==> src/rtl/stack_seq_if.sv <==
`default_nettype none
// ============================================================================
// Module      : stack_seq_if
// Description : Request, response and data-memory bundle of the stack sequencer.
// Revision    : 1.0 - initial release
// ============================================================================
interface stack_seq_if;
  logic       req_valid;
  logic [1:0] req_op;
  logic [7:0] req_data;
  logic       req_ready;
  logic       rsp_valid;
  logic [7:0] rsp_data;
  logic       rsp_err;
  logic       rsp_ready;
  logic [7:0] mem_addr;
  logic [7:0] mem_wdata;
  logic       mem_we;
  logic       mem_re;
  logic [7:0] mem_rdata;

  // Sequencer side.
  modport slave (
    input  req_valid, req_op, req_data, rsp_ready, mem_rdata,
    output req_ready, rsp_valid, rsp_data, rsp_err,
    output mem_addr, mem_wdata, mem_we, mem_re
  );

  // Control unit plus data memory side.
  modport master (
    output req_valid, req_op, req_data, rsp_ready, mem_rdata,
    input  req_ready, rsp_valid, rsp_data, rsp_err,
    input  mem_addr, mem_wdata, mem_we, mem_re
  );
endinterface
`default_nettype wire

==> src/rtl/stack_seq.sv <==
`default_nettype none
// ============================================================================
// Module      : stack_seq
// Description : Empty-descending stack sequencer: push/pop/peek/load-SP with
//               memory strobes, response handshake and sticky ovf/udf flags.
// Revision    : 1.0 - initial release
// ============================================================================
module stack_seq #(
  parameter logic [7:0] SP_TOP   = 8'hFF,
  parameter logic [7:0] SP_LIMIT = 8'hAF
) (
  input  wire logic       clk,
  input  wire logic       rst_n,
  stack_seq_if.slave      bus,
  output logic [7:0]      sp,
  output logic            ovf,
  output logic            udf
);

  localparam logic [1:0] c_OP_PUSH = 2'b00;
  localparam logic [1:0] c_OP_POP  = 2'b01;
  localparam logic [1:0] c_OP_LOAD = 2'b10;
  localparam logic [1:0] c_OP_PEEK = 2'b11;

  typedef enum logic [2:0] {
    S_IDLE  = 3'd0,
    S_WRITE = 3'd1,
    S_READ  = 3'd2,
    S_WAIT  = 3'd3,
    S_RESP  = 3'd4
  } state_t;

  state_t     r_state;
  state_t     w_next;
  logic [1:0] r_op;
  logic [7:0] r_data;
  logic [7:0] r_sp;
  logic       r_ovf;
  logic       r_udf;
  logic [7:0] r_rsp_data;
  logic       r_rsp_err;

  logic w_accept;
  logic w_empty;
  logic w_full;
  logic w_is_read;

  assign w_accept  = bus.req_valid && (r_state == S_IDLE);
  assign w_empty   = (r_sp == SP_TOP);
  assign w_full    = (r_sp <= SP_LIMIT);
  assign w_is_read = (bus.req_op == c_OP_POP) || (bus.req_op == c_OP_PEEK);

  assign sp           = r_sp;
  assign ovf          = r_ovf;
  assign udf          = r_udf;
  assign bus.rsp_data = r_rsp_data;
  assign bus.rsp_err  = r_rsp_err;

  always_ff @(posedge clk or negedge rst_n) begin
    if (!rst_n) begin
      r_state <= S_IDLE;
    end else begin
      r_state <= w_next;
    end
  end

  // Strobes decode from state alone so reset removes them without waiting for an edge.
  always_comb begin
    w_next        = r_state;
    bus.req_ready = 1'b0;
    bus.rsp_valid = 1'b0;
    bus.mem_we    = 1'b0;
    bus.mem_re    = 1'b0;
    bus.mem_addr  = 8'h00;
    bus.mem_wdata = 8'h00;
    case (r_state)
      S_IDLE: begin
        bus.req_ready = 1'b1;
        if (bus.req_valid) begin
          if (bus.req_op == c_OP_PUSH) begin
            w_next = S_WRITE;
          end else if (w_is_read) begin
            w_next = w_empty ? S_RESP : S_READ;
          end
        end
      end
      S_WRITE: begin
        if (!w_full) begin
          bus.mem_we    = 1'b1;
          bus.mem_addr  = r_sp;
          bus.mem_wdata = r_data;
        end
        w_next = S_IDLE;
      end
      S_READ: begin
        bus.mem_re   = 1'b1;
        bus.mem_addr = r_sp + 8'd1;
        w_next       = S_WAIT;
      end
      S_WAIT: begin
        w_next = S_RESP;
      end
      S_RESP: begin
        bus.rsp_valid = 1'b1;
        if (bus.rsp_ready) begin
          w_next = S_IDLE;
        end
      end
      default: begin
        w_next = S_IDLE;
      end
    endcase
  end

  always_ff @(posedge clk or negedge rst_n) begin
    if (!rst_n) begin
      r_op       <= c_OP_PUSH;
      r_data     <= 8'h00;
      r_sp       <= SP_TOP;
      r_ovf      <= 1'b0;
      r_udf      <= 1'b0;
      r_rsp_data <= 8'h00;
      r_rsp_err  <= 1'b0;
    end else begin
      case (r_state)
        S_IDLE: begin
          if (w_accept) begin
            r_op   <= bus.req_op;
            r_data <= bus.req_data;
            if (bus.req_op == c_OP_LOAD) begin
              r_sp  <= bus.req_data;
              r_ovf <= 1'b0;
              r_udf <= 1'b0;
            end else if (w_is_read && w_empty) begin
              r_rsp_data <= 8'h00;
              r_rsp_err  <= 1'b1;
              r_udf      <= 1'b1;
            end
          end
        end
        S_WRITE: begin
          if (w_full) begin
            r_ovf <= 1'b1;
          end else begin
            r_sp <= r_sp - 8'd1;
          end
        end
        S_READ: begin
          if (r_op == c_OP_POP) begin
            r_sp <= r_sp + 8'd1;
          end
        end
        S_WAIT: begin
          r_rsp_data <= bus.mem_rdata;
          r_rsp_err  <= 1'b0;
        end
        default: begin
        end
      endcase
    end
  end

endmodule
`default_nettype wire

==> src/flat_wrapper.sv <==
// flat-port wrapper written by rule: the top's interface ports become plain ports
module stack_seq_flat 
#(
  parameter logic [7:0] SP_TOP   = 8'hFF,
  parameter logic [7:0] SP_LIMIT = 8'hAF
)
  (clk, rst_n, sp, ovf, udf, bus_req_valid, bus_req_op, bus_req_data, bus_rsp_ready, bus_mem_rdata, bus_req_ready, bus_rsp_valid, bus_rsp_data, bus_rsp_err, bus_mem_addr, bus_mem_wdata, bus_mem_we, bus_mem_re);
  stack_seq_if bus_i ();
  input  wire logic clk;
  input  wire logic rst_n;
  output logic [7:0] sp;
  output logic ovf;
  output logic udf;
  input wire logic [$bits(bus_i.req_valid)-1:0] bus_req_valid;
  input wire logic [$bits(bus_i.req_op)-1:0] bus_req_op;
  input wire logic [$bits(bus_i.req_data)-1:0] bus_req_data;
  input wire logic [$bits(bus_i.rsp_ready)-1:0] bus_rsp_ready;
  input wire logic [$bits(bus_i.mem_rdata)-1:0] bus_mem_rdata;
  output wire logic [$bits(bus_i.req_ready)-1:0] bus_req_ready;
  output wire logic [$bits(bus_i.rsp_valid)-1:0] bus_rsp_valid;
  output wire logic [$bits(bus_i.rsp_data)-1:0] bus_rsp_data;
  output wire logic [$bits(bus_i.rsp_err)-1:0] bus_rsp_err;
  output wire logic [$bits(bus_i.mem_addr)-1:0] bus_mem_addr;
  output wire logic [$bits(bus_i.mem_wdata)-1:0] bus_mem_wdata;
  output wire logic [$bits(bus_i.mem_we)-1:0] bus_mem_we;
  output wire logic [$bits(bus_i.mem_re)-1:0] bus_mem_re;
  assign bus_i.req_valid = bus_req_valid;
  assign bus_i.req_op = bus_req_op;
  assign bus_i.req_data = bus_req_data;
  assign bus_i.rsp_ready = bus_rsp_ready;
  assign bus_i.mem_rdata = bus_mem_rdata;
  assign bus_req_ready = bus_i.req_ready;
  assign bus_rsp_valid = bus_i.rsp_valid;
  assign bus_rsp_data = bus_i.rsp_data;
  assign bus_rsp_err = bus_i.rsp_err;
  assign bus_mem_addr = bus_i.mem_addr;
  assign bus_mem_wdata = bus_i.mem_wdata;
  assign bus_mem_we = bus_i.mem_we;
  assign bus_mem_re = bus_i.mem_re;
  stack_seq #(.SP_TOP(SP_TOP), .SP_LIMIT(SP_LIMIT)) u_core (.clk(clk), .rst_n(rst_n), .bus(bus_i), .sp(sp), .ovf(ovf), .udf(udf));
endmodule
==> config.mk <==
export PLATFORM = sky130hd
export DESIGN_NAME = stack_seq_flat
export DESIGN_NICKNAME = d
export VERILOG_FILES = /design/src/rtl/stack_seq_if.sv /design/src/rtl/stack_seq.sv /design/src/flat_wrapper.sv
export SDC_FILE = /design/constraint.sdc
export NUM_CORES = 1
export LEC_CHECK = 0
export ABC_CLOCK_PERIOD_IN_PS = 2200
export BUFFER_PORTS_ARGS = -buffer_cell sky130_fd_sc_hd__clkbuf_2
export CORE_MARGIN = 3
export CORE_UTILIZATION = 50
export CTS_CLUSTER_DIAMETER = 120
export DETAILED_ROUTE_END_ITERATION = 12
export PLACE_DENSITY = 0.91
export RECOVER_POWER = 100
export SLEW_MARGIN = 20
export SYNTH_ARGS = -nofsm -noshare
export SYNTH_HDL_FRONTEND = slang
export SYNTH_SLANG_ARGS = --single-unit
==> constraint.sdc <==
create_clock -name clk -period 2.2 [get_ports clk]
set_input_delay 0.22 -clock clk [delete_from_list [all_inputs] [get_ports clk]]
set_output_delay 0.22 -clock clk [all_outputs]
set_load 0.01 [all_outputs]
==> impl_metrics.csv <==
group,metric,value,unit
die,fp.dieH,67.06,um
final_layout,drive_above_1_share,0.3028,
setup_path,cpMaxStageDelayCell,"dfstp_2",
min_path,min_delay_path_depth,2,
global_routing,gr-usage-met3,0.04553,
final_layout,area_growth,24.16,%
sta,report.final.slew_viol_count,33,
setup_path,required,1980,ps
min_path,hold_path_class,"primary input to flip-flop",
die,start_util,0.5375,
global_routing,grt_max_degree,33,
sta,worstMarginPinSlew,1660,ps
global_routing,grt_pass1_wl,7.879,mm
global_routing,overflow,0,
yosys,synth_nets,240,
yosys,yosysTopAreaCell,"dfrtp_1",
clock_tree,clk_pin_slew,70,ps
die,coreArea,0.003468,sq mm
detailed_routing,wirelength,4.950,mm
clock_tree,clock-root-buffer,"clkbuf_8",
sta,setup_viol,0,
yosys,synth_edf_count,0,
global_routing,grtUsageMet2,0.3620,
pwr,peakVddDrop,0.0006443,V
detailed_routing,via_per_inst,5.697,
yosys,avgSynthCellArea,8.631,sq um
sta,fmax,464.9,MHz
global_routing,grt_pass1_vias,1695,
detailed_routing,num_vias,1880,
global_routing,grt.met1_usage,0.3205,
clock_tree,cts_buffer_depth,2,
placement,place_congestion,0.8993,
die,fp.dieW,67.06,um
pwr,clock_power_share,0.129,
pwr,combPwrFrac,0.515,
clock_tree,clock-sinks,32,
global_routing,grt_use_total,0.2341,
clock_tree,htree_levels,2,
flow_run,maxCapViolCount,1,
final_layout,multiInputGateArea,944.7,sq um
yosys,synth_area_leaders,"dfrtp_1, dfstp_2, nand2_1",
pwr,p_int,1.873,mW
pwr,switchingPower,1.524,mW
placement,post-place-cells,319,
die,design.die.area,0.004497,sq mm
pwr,power_density,1468,mW/mm^2
pwr,p_leak,1.151,nW
global_routing,antenna_found_initial,0,
pwr,pwr-share-seq,0.356,
setup_path,critical_path_arrival,1930,ps
final_layout,fin_area,0.002315,sq mm
outcome,violations,"capacitance limit, slew limit",
sta,skew,6.442,ps
placement,io_buffers,60,
clock_tree,worst_skew_pair.late_latency,290,ps
final_layout,ff_latch_area,813.3,sq um
setup_path,start_kind,"flip-flop",
setup_path,path_cells,"buf_4, nand3_1, nor3_1, xnor2_1, o21bai_1, clkbuf_2",
detailed_routing,first_pass_iters,4,
setup_path,end_kind,"output pin",
detailed_routing,wl_per_cell,15.00,um
setup_path,worstSetupPathType,"flip-flop to output pin",
setup_path,r2r_cells,6,
clock_tree,cts_buffers,5,
placement,hpwlAfterDp,3.680,mm
setup_path,crit_path_max_fanout,5,
die,num_rows,21,
detailed_routing,ant_nets,0,
setup_path,crit_family,"flip-flops",
die,io_pins,61,
sta,maxSlewHeadroom,-0.1065,
yosys,netlist_instances,216,
placement,placed_area,0.002206,sq mm
sta,min_period_over_period,0.9778,
yosys,synth_area,0.001864,sq mm
placement,dp_slack,51.90,ps
yosys,ys_seq_area_frac,0.4349,
setup_path,critical-path-max-stage-delay,570,ps
outcome,status,"finished, violations left",
sta,hold_violations,0,
detailed_routing,drc,0,
yosys,synth_top_area_share,0.3221,
sta,worst_slack,48.93,ps
pwr,swShare,0.4487,
yosys,ys_types,48,
final_layout,nets,307,
yosys,ys_ff_latch,32,
yosys,yosysWarnings,0,
final_layout,stdcell_count,330,
global_routing,busiest_layer,"met2",
detailed_routing,drtIter0Drc,186,
setup_path,crit_buf_inv,2,
yosys,ys.flop_type,"dfrtp_1",
yosys,async_reset_ff_frac,1.000,
final_layout,fill_cells,308,
setup_path,cp.depth,6,
sta,post-route-min-period,2151,ps
clock_tree,cts_tree,"done",
final_layout,diodes,0,
[final cells by class]
| cell class | count | share of cell area |
|---|---|---|
| clock buffer | 5 | 0.02973 |
| clock inverter | 3 | 0.008108 |
| inverter | 7 | 0.01243 |
| multi-input combinational | 164 | 0.4081 |
| sequential | 32 | 0.3514 |
| tap | 46 | 0.02486 |
| timing repair buffer | 73 | 0.1654 |
[cells by family after synthesis]
group	after synthesis	share of synthesized area
DFF	32	0.4349
xor gates and xnor gates	1	0.004699
and+or+nand+nor	99	0.2524
adders and majority gates	2	0.01342
muxes	1	0.006040
AOI/OAI and AO/OA	61	0.2242
buffers and inverters	20	0.06443
[timing repair]
| item | in CTS | in global routing |
|---|---|---|
| setup endpoints to repair | 2 | 23 |
| buffers inserted | 0 | 3 |
| hold buffers | 0 | 0 |
| resized for setup | 1 | 7 |
[final timing paths]
kind	from	endpoint	slack, ps
setup reg to reg	u_core.sp[1]	u_core.bus.rsp_data[2]	110
setup / recovery	u_core.sp[0]	bus_mem_addr[7]	50
hold reg to reg	u_core.r_data[3]	u_core.r_data[3]	470
max in group asynchronous	rst_n	u_core.r_state[0]	770
min in group asynchronous	rst_n	u_core.r_data[0]	350
hold / removal	bus_rsp_ready	u_core.r_state[2]	110
[sequential cells by signal, indices dropped and copies added, names as in the netlist]
name,flops
u_core.r_state,3
u_core.udf,1
u_core.r_data,8
u_core.bus.rsp_data,8
u_core.sp,8
u_core.ovf,1
u_core.bus.rsp_err,1
u_core.r_op,2
[through the flow]
step | total power [mW] | hold WS [ps] | util | TNS, ps
after floorplan | 2.369 | -75.59 | - | 0
after global placement | 2.827 | 322.9 | 0.6360 | 0
after detailed placement | 2.904 | 332.8 | 0.6360 | 0
after CTS | 3.353 | 20.11 | 0.6620 | 0
after global routing | 3.663 | 121.2 | 0.6674 | -12.02
final | 3.397 | 112.6 | 0.6674 | 0
[per-layer routing]
metal  part of all wire  vias to the layer above  wire [um]
met5                  0                        -          0
li1                   -                      886          -
met3              0.072                       13        355
met4              0.019                        0         96
met2               0.48                       81       2386
met1               0.43                      900       2112
[synthesized netlist by cell type (2+ instances only)]
cell type / number
buf_2: 4
and2_1: 10
buf_4: 2
nor3_1: 7
dfstp_2: 8
clkbuf_1: 3
nand2_1: 54
nor2_1: 12
nand3_1: 4
a21oi_1: 10
o21ai_0: 16
buf_6: 4
o21ai_1: 2
a22oi_1: 3
a21o_1: 2
ha_1: 2
dfrtp_1: 24
a22o_1: 14
inv_1: 6
[power by group through the flow]
stage	Clock (mW)	Sequential [mW]	Combinational, mW
floorplan	0	1.17	1.20
global placement	0	1.20	1.63
detailed placement	0	1.21	1.69
CTS	0.446	1.21	1.70
global route	0.482	1.25	1.93
finish	0.439	1.21	1.75
[cells in the final DEF, fill, tap and decap left out, types with 4 or more instances in the layout]
cell type / n
buf_4: 11
inv_1: 6
a21oi_1: 10
clkbuf_8: 5
nor3_1: 7
clkbuf_1: 13
o21ai_0: 16
nand3_1: 4
a22o_1: 14
nor2_1: 11
clkbuf_2: 48
dfrtp_1: 22
dfstp_2: 5
and2_1: 10
nand2_1: 54
Note: power is estimated with default switching activity, not from simulation.
